**config.mk**
```make
export PLATFORM = sky130hd
export DESIGN_NAME = multdiv_ctrl_flat
export DESIGN_NICKNAME = d
export VERILOG_FILES = /design/src/rtl/multdiv_pkg.sv /design/src/rtl/multdiv_ctrl_if.sv /design/src/rtl/gen_reg.sv /design/src/rtl/multdiv_step_counter.sv /design/src/rtl/multdiv_ctrl.sv /design/src/flat_wrapper.sv
export SDC_FILE = /design/constraint.sdc
export NUM_CORES = 1
export LEC_CHECK = 0
export BUFFER_PORTS_ARGS = -buffer_cell sky130_fd_sc_hd__buf_2
export CAP_MARGIN = 20
export CORE_MARGIN = 8
export CORE_UTILIZATION = 46
export CTS_BUF_LIST = sky130_fd_sc_hd__clkbuf_4
export DETAILED_ROUTE_END_ITERATION = 12
export HOLD_SLACK_MARGIN = 0.12
export PLACE_DENSITY = 0.85
export SYNTH_ARGS = -nofsm -noshare
export SYNTH_HDL_FRONTEND = slang
export SYNTH_SLANG_ARGS = --single-unit
```
**constraint.sdc**
```tcl
create_clock -name clock -period 1.99 [get_ports clock]
set_input_delay 0.199 -clock clock [delete_from_list [all_inputs] [get_ports clock]]
set_output_delay 0.199 -clock clock [all_outputs]
set_load 0.005 [all_outputs]
```
**src/rtl/multdiv_pkg.sv**
```systemverilog
// Purpose: shared constants for the multdiv sequencer (FSM encodings, step counts, counter width).
// Latency: n/a (constants only).
// Backpressure: n/a.
package multdiv_pkg;

    // FSM encodings, kept as plain vectors so older tools and dumps can read them
    localparam logic [1:0] ST_IDLE = 2'd0;
    localparam logic [1:0] ST_RUN  = 2'd1;
    localparam logic [1:0] ST_DONE = 2'd2;

    // Radix-4 Booth on 32-bit operands retires 2 bits per step
    localparam int MULT_STEPS_DEF = 16;
    // Non-restoring divide retires 1 quotient bit per step
    localparam int DIV_STEPS_DEF  = 32;
    // Must hold the largest step index (DIV_STEPS_DEF-1)
    localparam int CNT_W_DEF      = 6;

endpackage

```
**src/rtl/multdiv_ctrl_if.sv**
```systemverilog
// Purpose: bundle between multdiv issue logic / datapath (master) and the sequencer (slave).
// Latency: n/a (wires only).
// Backpressure: none; starts are single-cycle pulses and are always accepted.
interface multdiv_ctrl_if #(
    parameter int CNT_W = multdiv_pkg::CNT_W_DEF
);
    logic             ctrl_MULT;
    logic             ctrl_DIV;
    logic [31:0]      data_operandA;
    logic [31:0]      data_operandB;
    logic             dp_overflow;
    logic [31:0]      op_a;
    logic [31:0]      op_b;
    logic             is_div;
    logic             step_en;
    logic             first_step;
    logic [CNT_W-1:0] step_cnt;
    logic             busy;
    logic             data_resultRDY;
    logic             data_exception;

    modport master (
        output ctrl_MULT, ctrl_DIV, data_operandA, data_operandB, dp_overflow,
        input  op_a, op_b, is_div, step_en, first_step, step_cnt, busy,
               data_resultRDY, data_exception
    );

    modport slave (
        input  ctrl_MULT, ctrl_DIV, data_operandA, data_operandB, dp_overflow,
        output op_a, op_b, is_div, step_en, first_step, step_cnt, busy,
               data_resultRDY, data_exception
    );
endinterface

```
**src/rtl/gen_reg.sv**
```systemverilog
// Purpose: generic write-enabled register with synchronous active-high clear.
// Latency: 1 cycle from en_i to q_o.
// Backpressure: none; holds its value whenever en_i is low.
module gen_reg #(
    parameter int WIDTH = 32
) (
    input  logic             clk_i,
    input  logic             rst_i,
    input  logic             en_i,
    input  logic [WIDTH-1:0] d_i,
    output logic [WIDTH-1:0] q_o
);
    logic [WIDTH-1:0] data_q;

    // Clear wins over a write so a reset in the start cycle leaves zeros
    always_ff @(posedge clk_i) begin
        if (rst_i)     data_q <= '0;
        else if (en_i) data_q <= d_i;
    end

    assign q_o = data_q;
endmodule

```
**src/rtl/multdiv_step_counter.sv**
```systemverilog
// Purpose: datapath step index with sync clear, enable and terminal-count flag at last_i.
// Latency: 1 cycle from clr_i/en_i to cnt_o; tc_o is combinational on cnt_o.
// Backpressure: none; caller gates en_i with tc_o so the count saturates.
module multdiv_step_counter #(
    parameter int CNT_W = 6
) (
    input  logic             clk_i,
    input  logic             rst_i,
    input  logic             clr_i,
    input  logic             en_i,
    input  logic [CNT_W-1:0] last_i,
    output logic [CNT_W-1:0] cnt_o,
    output logic             tc_o
);
    logic [CNT_W-1:0] cnt_q;

    // Clear (new op) has priority over counting
    always_ff @(posedge clk_i) begin
        if (rst_i)      cnt_q <= '0;
        else if (clr_i) cnt_q <= '0;
        else if (en_i)  cnt_q <= cnt_q + 1'b1;
    end

    assign cnt_o = cnt_q;
    assign tc_o  = (cnt_q == last_i);
endmodule

```
**src/rtl/multdiv_ctrl.sv**
```systemverilog
// Purpose: sequencer for the iterative multdiv datapath (Booth multiply, non-restoring divide).
// Latency: N = 16 (mul) / 32 (div) step cycles, ready pulse on the edge after the last step; div-by-zero ready on the start edge.
// Backpressure: none; a new start at any time abandons the op in flight, reset aborts silently.
module multdiv_ctrl
    import multdiv_pkg::*;
#(
    parameter int MULT_STEPS = MULT_STEPS_DEF,
    parameter int DIV_STEPS  = DIV_STEPS_DEF,
    parameter int CNT_W      = CNT_W_DEF
) (
    input  logic         clock,
    input  logic         ctrl_reset,
    multdiv_ctrl_if.slave bus
);
    logic [1:0]       state_q, state_d;
    logic             rdy_q;
    logic             exc_q, exc_d;
    logic             start, start_div, div0;
    logic             tc, cnt_en;
    logic [CNT_W-1:0] cnt, last_step;
    logic             is_div_q;
    logic [31:0]      op_a_q, op_b_q;

    // Multiply wins when both starts are high
    assign start     = bus.ctrl_MULT | bus.ctrl_DIV;
    assign start_div = bus.ctrl_DIV & ~bus.ctrl_MULT;
    assign div0      = start_div && (bus.data_operandB == 32'd0);
    assign last_step = is_div_q ? CNT_W'(DIV_STEPS - 1) : CNT_W'(MULT_STEPS - 1);
    // Stop counting at the last step so the index saturates instead of wrapping
    assign cnt_en    = (state_q == ST_RUN) && !tc;

    gen_reg #(.WIDTH(32)) u_op_a (
        .clk_i(clock), .rst_i(ctrl_reset), .en_i(start),
        .d_i(bus.data_operandA), .q_o(op_a_q)
    );

    gen_reg #(.WIDTH(32)) u_op_b (
        .clk_i(clock), .rst_i(ctrl_reset), .en_i(start),
        .d_i(bus.data_operandB), .q_o(op_b_q)
    );

    gen_reg #(.WIDTH(1)) u_is_div (
        .clk_i(clock), .rst_i(ctrl_reset), .en_i(start),
        .d_i(start_div), .q_o(is_div_q)
    );

    multdiv_step_counter #(.CNT_W(CNT_W)) u_cnt (
        .clk_i(clock), .rst_i(ctrl_reset), .clr_i(start), .en_i(cnt_en),
        .last_i(last_step), .cnt_o(cnt), .tc_o(tc)
    );

    // Next state and the exception value that accompanies an entry into DONE
    always_comb begin
        state_d = state_q;
        exc_d   = 1'b0;
        if (start) begin
            // A start always restarts, even mid-op or on the edge that would finish
            if (div0) begin
                state_d = ST_DONE;
                exc_d   = 1'b1;
            end else begin
                state_d = ST_RUN;
            end
        end else begin
            case (state_q)
                ST_RUN: begin
                    if (tc) begin
                        state_d = ST_DONE;
                        // Divide never overflows; only the final multiply step counts
                        exc_d   = !is_div_q && bus.dp_overflow;
                    end
                end
                ST_DONE: state_d = ST_IDLE;
                ST_IDLE: state_d = ST_IDLE;
                default: state_d = ST_IDLE;
            endcase
        end
    end

    // State plus ready/exception registers; ready is high exactly while in DONE
    always_ff @(posedge clock) begin
        if (ctrl_reset) begin
            state_q <= ST_IDLE;
            rdy_q   <= 1'b0;
            exc_q   <= 1'b0;
        end else begin
            state_q <= state_d;
            rdy_q   <= (state_d == ST_DONE);
            exc_q   <= (state_d == ST_DONE) && exc_d;
        end
    end

    assign bus.op_a           = op_a_q;
    assign bus.op_b           = op_b_q;
    assign bus.is_div         = is_div_q;
    assign bus.busy           = (state_q == ST_RUN);
    assign bus.step_en        = (state_q == ST_RUN);
    assign bus.first_step     = (state_q == ST_RUN) && (cnt == '0);
    assign bus.step_cnt       = cnt;
    assign bus.data_resultRDY = rdy_q;
    assign bus.data_exception = exc_q;
endmodule

```
**src/flat_wrapper.sv**
```systemverilog
// flat-port wrapper written by rule: the top's interface ports become plain ports
module multdiv_ctrl_flat import multdiv_pkg::*;
#(
    parameter int MULT_STEPS = MULT_STEPS_DEF,
    parameter int DIV_STEPS  = DIV_STEPS_DEF,
    parameter int CNT_W      = CNT_W_DEF
)
  (clock, ctrl_reset, bus_ctrl_MULT, bus_ctrl_DIV, bus_data_operandA, bus_data_operandB, bus_dp_overflow, bus_op_a, bus_op_b, bus_is_div, bus_step_en, bus_first_step, bus_step_cnt, bus_busy, bus_data_resultRDY, bus_data_exception);
  multdiv_ctrl_if #(.CNT_W(CNT_W)) bus_i ();
  input  logic clock;
  input  logic ctrl_reset;
  input wire logic [$bits(bus_i.ctrl_MULT)-1:0] bus_ctrl_MULT;
  input wire logic [$bits(bus_i.ctrl_DIV)-1:0] bus_ctrl_DIV;
  input wire logic [$bits(bus_i.data_operandA)-1:0] bus_data_operandA;
  input wire logic [$bits(bus_i.data_operandB)-1:0] bus_data_operandB;
  input wire logic [$bits(bus_i.dp_overflow)-1:0] bus_dp_overflow;
  output wire logic [$bits(bus_i.op_a)-1:0] bus_op_a;
  output wire logic [$bits(bus_i.op_b)-1:0] bus_op_b;
  output wire logic [$bits(bus_i.is_div)-1:0] bus_is_div;
  output wire logic [$bits(bus_i.step_en)-1:0] bus_step_en;
  output wire logic [$bits(bus_i.first_step)-1:0] bus_first_step;
  output wire logic [$bits(bus_i.step_cnt)-1:0] bus_step_cnt;
  output wire logic [$bits(bus_i.busy)-1:0] bus_busy;
  output wire logic [$bits(bus_i.data_resultRDY)-1:0] bus_data_resultRDY;
  output wire logic [$bits(bus_i.data_exception)-1:0] bus_data_exception;
  assign bus_i.ctrl_MULT = bus_ctrl_MULT;
  assign bus_i.ctrl_DIV = bus_ctrl_DIV;
  assign bus_i.data_operandA = bus_data_operandA;
  assign bus_i.data_operandB = bus_data_operandB;
  assign bus_i.dp_overflow = bus_dp_overflow;
  assign bus_op_a = bus_i.op_a;
  assign bus_op_b = bus_i.op_b;
  assign bus_is_div = bus_i.is_div;
  assign bus_step_en = bus_i.step_en;
  assign bus_first_step = bus_i.first_step;
  assign bus_step_cnt = bus_i.step_cnt;
  assign bus_busy = bus_i.busy;
  assign bus_data_resultRDY = bus_i.data_resultRDY;
  assign bus_data_exception = bus_i.data_exception;
  multdiv_ctrl #(.MULT_STEPS(MULT_STEPS), .DIV_STEPS(DIV_STEPS), .CNT_W(CNT_W)) u_core (.clock(clock), .ctrl_reset(ctrl_reset), .bus(bus_i));
endmodule
```
Word level (Yosys, flattened, before mapping)

Cells that the tools add are included.

Bits in registers: 75
Bits in latches: 0
Memory bits (writable): 0
ROM bits: 0
Bits of input ports: 69
Logic and storage cells: 33
Memories kept: 0

Add/subtract/negate cells: 1
Multipliers: 0
Divide/modulo/power cells: 0
Order comparisons: 0
Equality and inequality tests: 3
Shift-type cells: 0
Muxes and demuxes: 9
Bitwise logic cells: 3
Reduce and logical (&&, ||, !) cells: 10

Operators with widths:

| operator                                      | number |
|---|---|
| zero test 32 bit                              | 1 |
| two-way mux 2 bit                             | 4 |
| adder 6 x 1 -> 6 bit, second input constant   | 1 |
| == test 6 bit                                 | 1 |
| zero test 6 bit                               | 1 |
| logical AND 1 bit                             | 5 |
| two-way mux 5 bit                             | 1 |
| two-way mux 1 bit                             | 4 |
| == test 2 x 1 -> 1 bit, second input constant | 1 |
| == test 2 bit, second input constant          | 1 |
| zero test 1 bit                               | 2 |
| OR reduction 2 bit                            | 1 |
| bitwise AND 1 bit                             | 1 |
| inverter 1 bit                                | 1 |
| OR 1 bit                                      | 1 |

Depth between registers and ports, before layout

Gate-level depths: netlist (run 1).

Depth after elaboration: 7
Depth in mapped cells: 5
Depth with buffers taken out: 5

By module

From an unflattened synthesis (run 1), not the netlist that was laid out.

Cell total of the unflattened synthesis: 278
Area total of the unflattened synthesis: 2,957.8 um^2

By module, submodules not included:

| module                      | instances | cells an instance | area an instance (um^2) | seq. area each (um^2) |
|---|---|---|---|---|
| gen_reg (u_core.u_op_a ...) | 2         | 103               | 1,163.6                 | 640.6 |
| multdiv_step_counter        | 1         | 34                | 312.8                   | 120.1 |
| multdiv_ctrl                | 1         | 35                | 284.0                   | 80.1 |
| gen_reg (u_core.u_is_div)   | 1         | 3                 | 33.8                    | 20.0 |

Worst setup path after synthesis (run 1)

Ideal clock, no wire load.

Path kind: reg2reg
Start point: register u_core.u_cnt.cnt_q[0], in the netlist u_core.u_cnt.cnt_o[0]
End point: register u_core.rdy_q, in the netlist u_core.bus.data_resultRDY
Arrival time: 1.420 ns
Data required time: 1.925 ns
Path slack: 0.505 ns
Cell stages (with the launch flop): 6
Path buffers: 0
Clock period less this slack: 1.485 ns
Cells stage by stage: dfxtp_1 ha_1 nand3_2 o31a_2 o32ai_1 nor2b_1

Word-level cells in the longest chain between the ends: 5

RTL lines:

| what                   | line                       | RTL |
|---|---|---|
| from (decl)            | multdiv_step_counter.sv:15 | `logic [CNT_W-1:0] cnt_q;` |
| from (signal assigned) | multdiv_step_counter.sv:21 | `else if (en_i) cnt_q <= cnt_q + 1'b1;` |
| == test 6 bit          | multdiv_step_counter.sv:25 | `assign tc_o = (cnt_q == last_i);` |
| two-way mux 2 bit      | multdiv_ctrl.sv:67         | `if (tc) begin` |
| two-way mux 2 bit      | multdiv_ctrl.sv:65         | `case (state_q)` |
| two-way mux 2 bit      | multdiv_ctrl.sv:56         | `if (start) begin` |
| == test 2 bit          | multdiv_ctrl.sv:88         | `rdy_q <= (state_d == ST_DONE);` |
| to (signal assigned)   | multdiv_ctrl.sv:88         |  |
| to (decl)              | multdiv_ctrl.sv:16         | `logic rdy_q;` |

No other way between the ends.
A chain may end at the register's enable or synchronous reset.

Worst setup path in the final report (run 1)

Start point: input bus_data_operandB[15]
End point: register u_core.state_q[1]

Word-level cells in the longest chain between the ends: 4

RTL lines:

| what                 | line               | RTL |
|---|---|---|
| from (decl)          | flat_wrapper.sv:15 | `input wire logic [$bits(bus_i.data_operandB)-1:0] bus_data_operandB;` |
| zero test 32 bit     | multdiv_ctrl.sv:27 | `assign div0 = start_div && (bus.data_operandB == 32'd0);` |
| logical AND 1 bit    | multdiv_ctrl.sv:27 |  |
| two-way mux 2 bit    | multdiv_ctrl.sv:58 | `if (div0) begin` |
| two-way mux 2 bit    | multdiv_ctrl.sv:56 |  |
| to (signal assigned) | multdiv_ctrl.sv:87 | `state_q <= state_d;` |
| to (decl)            | multdiv_ctrl.sv:15 | `logic [1:0] state_q, state_d;` |

No other way between the ends.

==> summary.txt, run 1 <==
Synth Cell Area - 2800 um^2
status - finished clean
WL final - 10000 um
Fin Clk Skew - 0.00230 ns
CP Launch Point - bus_data_operandB[15]
Worst Hold End - u_core.u_op_a.q_o[28]
Yosys reg bits - 75
Final Max Tran Viols - 0
Final Non-Filler Cells - 635
Inst Count DP - 550
leakage power - 2.10 nW
Worst Min Path Start - bus_ctrl_DIV
Pre-antenna DRT Iters - 4
Max-cap violations - 0
clock slew at reported path FFs - 0.12 ns
peak supply drop - 0.000585 V
GRT Util Overall - 22.8%
Worst R2R Path Depth - 5
first-pass GRT wire length - 15800 um
Syn-to-layout area delta - 56.8%
antenna-violating nets left - 0
CP Max Fanout - 3
setup TNS - 0 ns
grt total ovfl - 0
# port buffers - 144
PwrDens - 715 nW/um^2
Avg Inst Size Synth - 8.03 um^2
die area - 8850 um^2
asr flop ratio synth - 0%
Clock Tree Buf Depth - 2
Hold Vio Cnt, Final - 0
syn nets - 420
initial cell density of the core - 47.3%
number of synthesized flops with an enable pin - 0
Post-CTS Setup Repair Bufs - 0
root buf cell - clkbuf_4
Vias/cell - 5.05
DP Wirelength - 6150 um
Worst-Margin Slew - 0.505 ns
Worst Path Arrival - 2.19 ns
row count - 28
setup violators final - 0
Tmin final - 1.86 ns
Hold WC Path Type - input pin to register
die height - 94.1 um
GPL Wtd Cong - 0.841
Synth Area in Compound Gates - 14.8%
commonest non-fill, non-tap cell in the layout - buf_2
CTS Sinks - 75
Cells after Synth - 349
CTS tree - done
reg-to-reg startpoint - u_core.u_cnt.cnt_o[1]
Ys Warns - 0
Hold Crit Depth - 4
post-synthesis adder-cell area fraction - 0.893%
Post-synth top flop - dfxtp_1
IO Pins - 145
RR Endpoint - u_core.state_q[1]
antenna violations before repair - 1
largest net degree at the start of global routing - 40
post-synthesis mux area share - 0.357%
via count - 3206
Layout Nets - 624
Die W - 94.1 um
Setup crit end kind - register
Unique masters post-synth - 38
biggest area consumer among synthesized cells - dfxtp_1
Core ar. - 5920 um^2
most frequent cells in the layout - buf_2 (144), nand2_1 (129), dfxtp_1 (75)
TritonCTS Buffers - 9
post-layout util - 74.2%
Worst Setup Start Kind - input pin
vias in the first global route - 3199
WP data required - 2.33 ns
layout cell share with drive strength beyond 1 - 31.0%
Initial DRC Count - 153
f_max - 539 MHz
Synth Area in XOR/XNOR - 1.52%
post_cts resized - 0
largest family of logic cells by synthesized area - simple AND/OR/NAND/NOR gates
Synth top area share - 53.6%
H-tree depth - 3
Synth area leaders - dfxtp_1 (54%), nand2_1 (17%), a21oi_1 (12%)
post-synthesis simple-gate area fraction - 24.6%
post-synthesis sequential area ratio - 53.6%
Worst-Skew Late Latency - 0.40 ns
per-cell routed wire length - 15.8 um
critical path class - input pin to register
fin crit share - 93.2%
RSZ-0062 raised after global routing - no
relative slew slack - 66.0%
flop-to-flop setup slack - 0.30 ns
DR DRC count - 0
-- kinds of logic after synthesis --
logic type | after synthesis
DFF | 75
adders and majority gates | 2
and+or+nand+nor | 164
muxes | 1
AOI/OAI and AO/OA | 76
buffers and inverters | 27
xor gates and xnor gates | 4
-- metal layers --
| metal | up-vias | GRT usage, % | share of wire, % |
|---|---|---|---|
| li1 | 1571 | - | - |
| met1 | 1462 | 23.9 | 37 |
| met2 | 157 | 39.0 | 51 |
| met3 | 16 | 9.27 | 10 |
| met4 | 0 | 10.4 | 1.9 |
| met5 | - | 0 | 0 |
-- state kept, by name (all words and copies together), names as in the netlist --
signal / count
u_core.u_op_b.q_o: 32
u_core.bus.data_exception: 1
u_core.state_q: 2
u_core.bus.data_resultRDY: 1
u_core.u_cnt.cnt_o: 6
u_core.u_is_div.q_o: 1
u_core.u_op_a.q_o: 32
-- report_power, final --
group	internal, W	switching (W)	total, W
registers	0.00159	0.0000450	0.00163
logic	0.000257	0.000234	0.000491
clock network	0.000516	0.000505	0.00102
-- repair_timing --
item                                    CTS  global route
endpoints found under the setup margin    0             0
endpoints found under the hold margin    66             0
hold buffers                             67             0
-- synthesized netlist by cell type (2+ instances only) --
cell      count
buf_1         8
nand2_1     129
a21oi_1      67
dfxtp_1      75
inv_1         2
clkbuf_1     13
xor2_1        2
nand3_1       3
nor2b_1       2
nor2_1        9
o311ai_0      2
or3_1         2
nor4_1        9
ha_1          2
-- worst max-delay path: stages --
cell           delay (ns)
dlygate4sd3_1        0.56
buf_2                0.14
nor4_1               0.48
nand4_1              0.18
o32ai_1              0.42
nor2b_1              0.21
-- stage by stage --
step | setup slack [ns] | area, um^2 | power (W) | hold slack (ns)
2_1_floorplan | 0.505 | 2800 | 0.00183 | 0.278
3_3_place_gp | 0.465 | 3560 | 0.00203 | 0.435
3_5_place_dp | 0.386 | 3560 | 0.00204 | 0.441
4_1_cts | 0.293 | 4390 | 0.00316 | 0.141
5_1_grt | 0.119 | 4390 | 0.00329 | 0.177
6_report | 0.134 | 4400 | 0.00314 | 0.191
-- worst max path at each step --
stage,slack [ns],endpoint,cells past startpoint
after global routing,0.12,u_core.state_q[1],6
after CTS,0.29,u_core.state_q[1],6
after detailed placement,0.39,u_core.state_q[1],5
after floorplan,0.50,u_core.bus.data_resultRDY,5
after global placement,0.47,u_core.bus.data_resultRDY,5
final,0.13,u_core.state_q[1],6
-- final cells by class --
class	count	area, um^2
Antenna cell	2	5.00
Clock buffer	10	75.1
Clock inverter	6	80.1
Fill cell	454	1530
Inverter	3	13.8
Multi-Input combinational cell	247	1190
Sequential cell	75	1500
Tap cell	75	93.8
Timing Repair Buffer	217	1440
Power figures use the tool's default switching activity.
==> run 2: changes to the inputs <==
Settings changed: BUFFER_PORTS_ARGS -buffer_cell sky130_fd_sc_hd__buf_2 to unset, CORE_MARGIN 8 to 3, CORE_UTILIZATION 46 to 55, DONT_BUFFER_PORTS set to 1, PLACE_DENSITY 0.85 to 0.74.
==> run 2 against run 1 <==
Net effect:
- first-iteration DRC count is 31% lower
- wire length is 18% lower
- sequential power about the same
- clock skew rose by 0.0053 ns
- register-to-register slack better by 0.02 ns
- die area fell by 32%
- count of clock-buffer cells in the layout increased by 1
- combinational power decreased by 32%
- critical path depth fell by 1
- worst setup slack gained 0.18 ns
==> summary.txt, run 2 (synthesis gave the netlist of run 1 again) <==
per-cell routed wire length - 16.9 um (+7.2%)
Hold WC Path Type - input pin to register
Die W - 77.4 um (-18%)
GRT Util Overall - 27.5% (+4.7 points)
CP delay by family, top - compound AO/OA/AOI/OAI gates
commonest non-fill, non-tap cell in the layout - nand2_1
Worst-Margin Slew - 0.477 ns (-0.0287 ns)
Final Max Tran Viols - 0 (unchanged)
Setup crit end kind - register
DP Wirelength - 4610 um (-25%)
Worst-Skew Late Latency - 0.38 ns (-0.02 ns)
largest net degree at the start of global routing - 69 (+73%)
CP peak stage delay - 0.46 ns (-0.10 ns)
grt total ovfl - 0 (unchanged)
CTS tree - done
n_diodes - 0 (-2)
most frequent cells in the layout - nand2_1 (129), dlygate4sd3_1 (75), dfxtp_1 (75)
fin worst setup slack - 0.318 ns (+0.183 ns)
CTS Sinks - 75 (unchanged)
die height - 77.4 um (-18%)
layout cell share with drive strength beyond 1 - 6.19% (-25 points)
CP Max Fanout - 7 (+4)
final instance area - 3770 um^2 (-14%)
PwrDens - 806 nW/um^2 (+13%)
peak supply drop - 0.000651 V (+11%)
WP data required - 2.32 ns (about the same)
Core ar. - 4820 um^2 (-19%)
# port buffers - 0 (-100%)
register area - 1500 um^2 (unchanged)
Hold Vio Cnt, Final - 0 (unchanged)
Worst Setup Start Kind - register
f_max - 598 MHz (+11%)
area of the multi-input gates - 1190 um^2 (unchanged)
Initial DRC Count - 105 (-31%)
Fin Clk Skew - 0.00762 ns (+0.00533 ns)
antenna violations before repair - 0 (-1)
DR DRC count - 0 (unchanged)
via count - 2716 (-15%)
initial cell density of the core - 58.2% (+11 points)
row count - 25 (-11%)
relative slew slack - 68.2% (+2.2 points)
critical path class - register to register
critical-path cell list - ha_1 -> nand3_2 -> o31a_2 -> o32ai_1 -> nor2b_1
leakage power - 1.51 nW (-28%)
Clock Tree Buf Depth - 2 (unchanged)
H-tree depth - 3 (unchanged)
setup TNS - 0 ns (unchanged)
antenna-violating nets left - 0 (unchanged)
setup violators final - 0 (unchanged)
DP Area - 2840 um^2 (-20%)
Worst Path Arrival - 2.00 ns (-0.19 ns)
Vias/cell - 5.58 (+10%)
layout filler cell count - 337 (-26%)
IO Pins - 145 (unchanged)
worst slack at placement - 0.345 ns (-0.0416 ns)
die area - 5990 um^2 (-32%)
Syn-to-layout area delta - 34.7%
vias in the first global route - 2818 (-12%)
root buf cell - clkbuf_4
Buf+Inv Stages, Crit Path - 0 (-2)
slowest CP cell - dfxtp_1
fin crit share - 84.0% (-9.2 points)
WL final - 8230 um (-18%)
clock slew at reported path FFs - 0.12 ns (about the same)
Tmin final - 1.67 ns (-0.183 ns)
Layout Nets - 486 (-22%)
TritonCTS Buffers - 9 (unchanged)
Pre-antenna DRT Iters - 4 (unchanged)
Post-CTS Setup Repair Bufs - 0 (unchanged)
status - finished clean
first-pass GRT wire length - 13200 um (-16%)
GPL Wtd Cong - 0.769 (-8.6%)
Max-cap violations - 0 (unchanged)
RSZ-0062 raised after global routing - no
[run 2: changes by cell type in the layout (fill, tap and decap cells not counted)]
cell	previous run	this run
clkinv_1	0	1
clkinv_4	0	1
clkbuf_4	10	11
clkinv_2	4	1
buf_16	0	1
dlygate4sd3_1	67	75
diode_2	2	0
buf_4	6	1
buf_12	0	2
buf_2	144	0
[run 2: report_power, final]
part	leakage [nW]	internal (W)	switching, W	total (W)
Clock	0.0885	0.000536	0.000513	0.00105
Combinational	0.800	0.000176	0.000159	0.000336
Sequential	0.620	0.00159	0.0000706	0.00166
Total	1.51	0.00230	0.000742	0.00304
[run 2: worst min-delay path, delay by kind of cell]
kind / cells / cell delay [ns]
and+or+nand+nor: 3 / 0.24
AOI/OAI and AO/OA: 1 / 0.06
[run 2: path summary, 6_finish.rpt]
path	startpoint	end	slack [ns]	depth (start not counted)
worst min register to register	u_core.u_op_a.q_o[9]	u_core.u_op_a.q_o[9]	0.48	2
worst max register to register	u_core.u_cnt.cnt_o[0]	u_core.bus.data_resultRDY	0.32	5
worst max-delay path	u_core.u_cnt.cnt_o[0]	u_core.bus.data_resultRDY	0.32	5
worst min-delay path	bus_data_operandB[10]	u_core.bus.data_exception	0.15	4
[run 2: repair_timing]
action | in CTS | in global routing
gates resized for setup | 0 | 0
hold buffers | 76 | 0
setup endpoints to repair | 0 | 0
endpoints found under the hold margin | 75 | 0
[run 2: per-layer routing]
metal	up-vias	part of all wire, %	global-route usage, %	routed length [um]
met3	24	9.4	9.51	774
met5	-	0	0	0
li1	1292	-	-	-
met2	135	50	47.8	4140
met1	1265	37	29.1	3050
met4	0	3.3	15.1	271
[run 2: area by class of cell]
class	count	area share, %
Tap cell	67	2.22
Clock buffer	11	2.19
Timing Repair Buffer	79	21.9
Inverter	3	0.365
Clock inverter	5	2.06
Sequential cell	75	39.8
Multi-Input combinational cell	247	31.5
[run 2: through the flow]
stage	hold WS (ns)	utilization, %	power [W]	cells
after global routing	0.147	78.4	0.00315	487
after floorplan	0.278	-	0.00183	349
after detailed placement	0.275	58.9	0.00187	395
after global placement	0.273	58.9	0.00186	395
after CTS	0.121	78.4	0.00304	487
final	0.154	78.4	0.00304	487
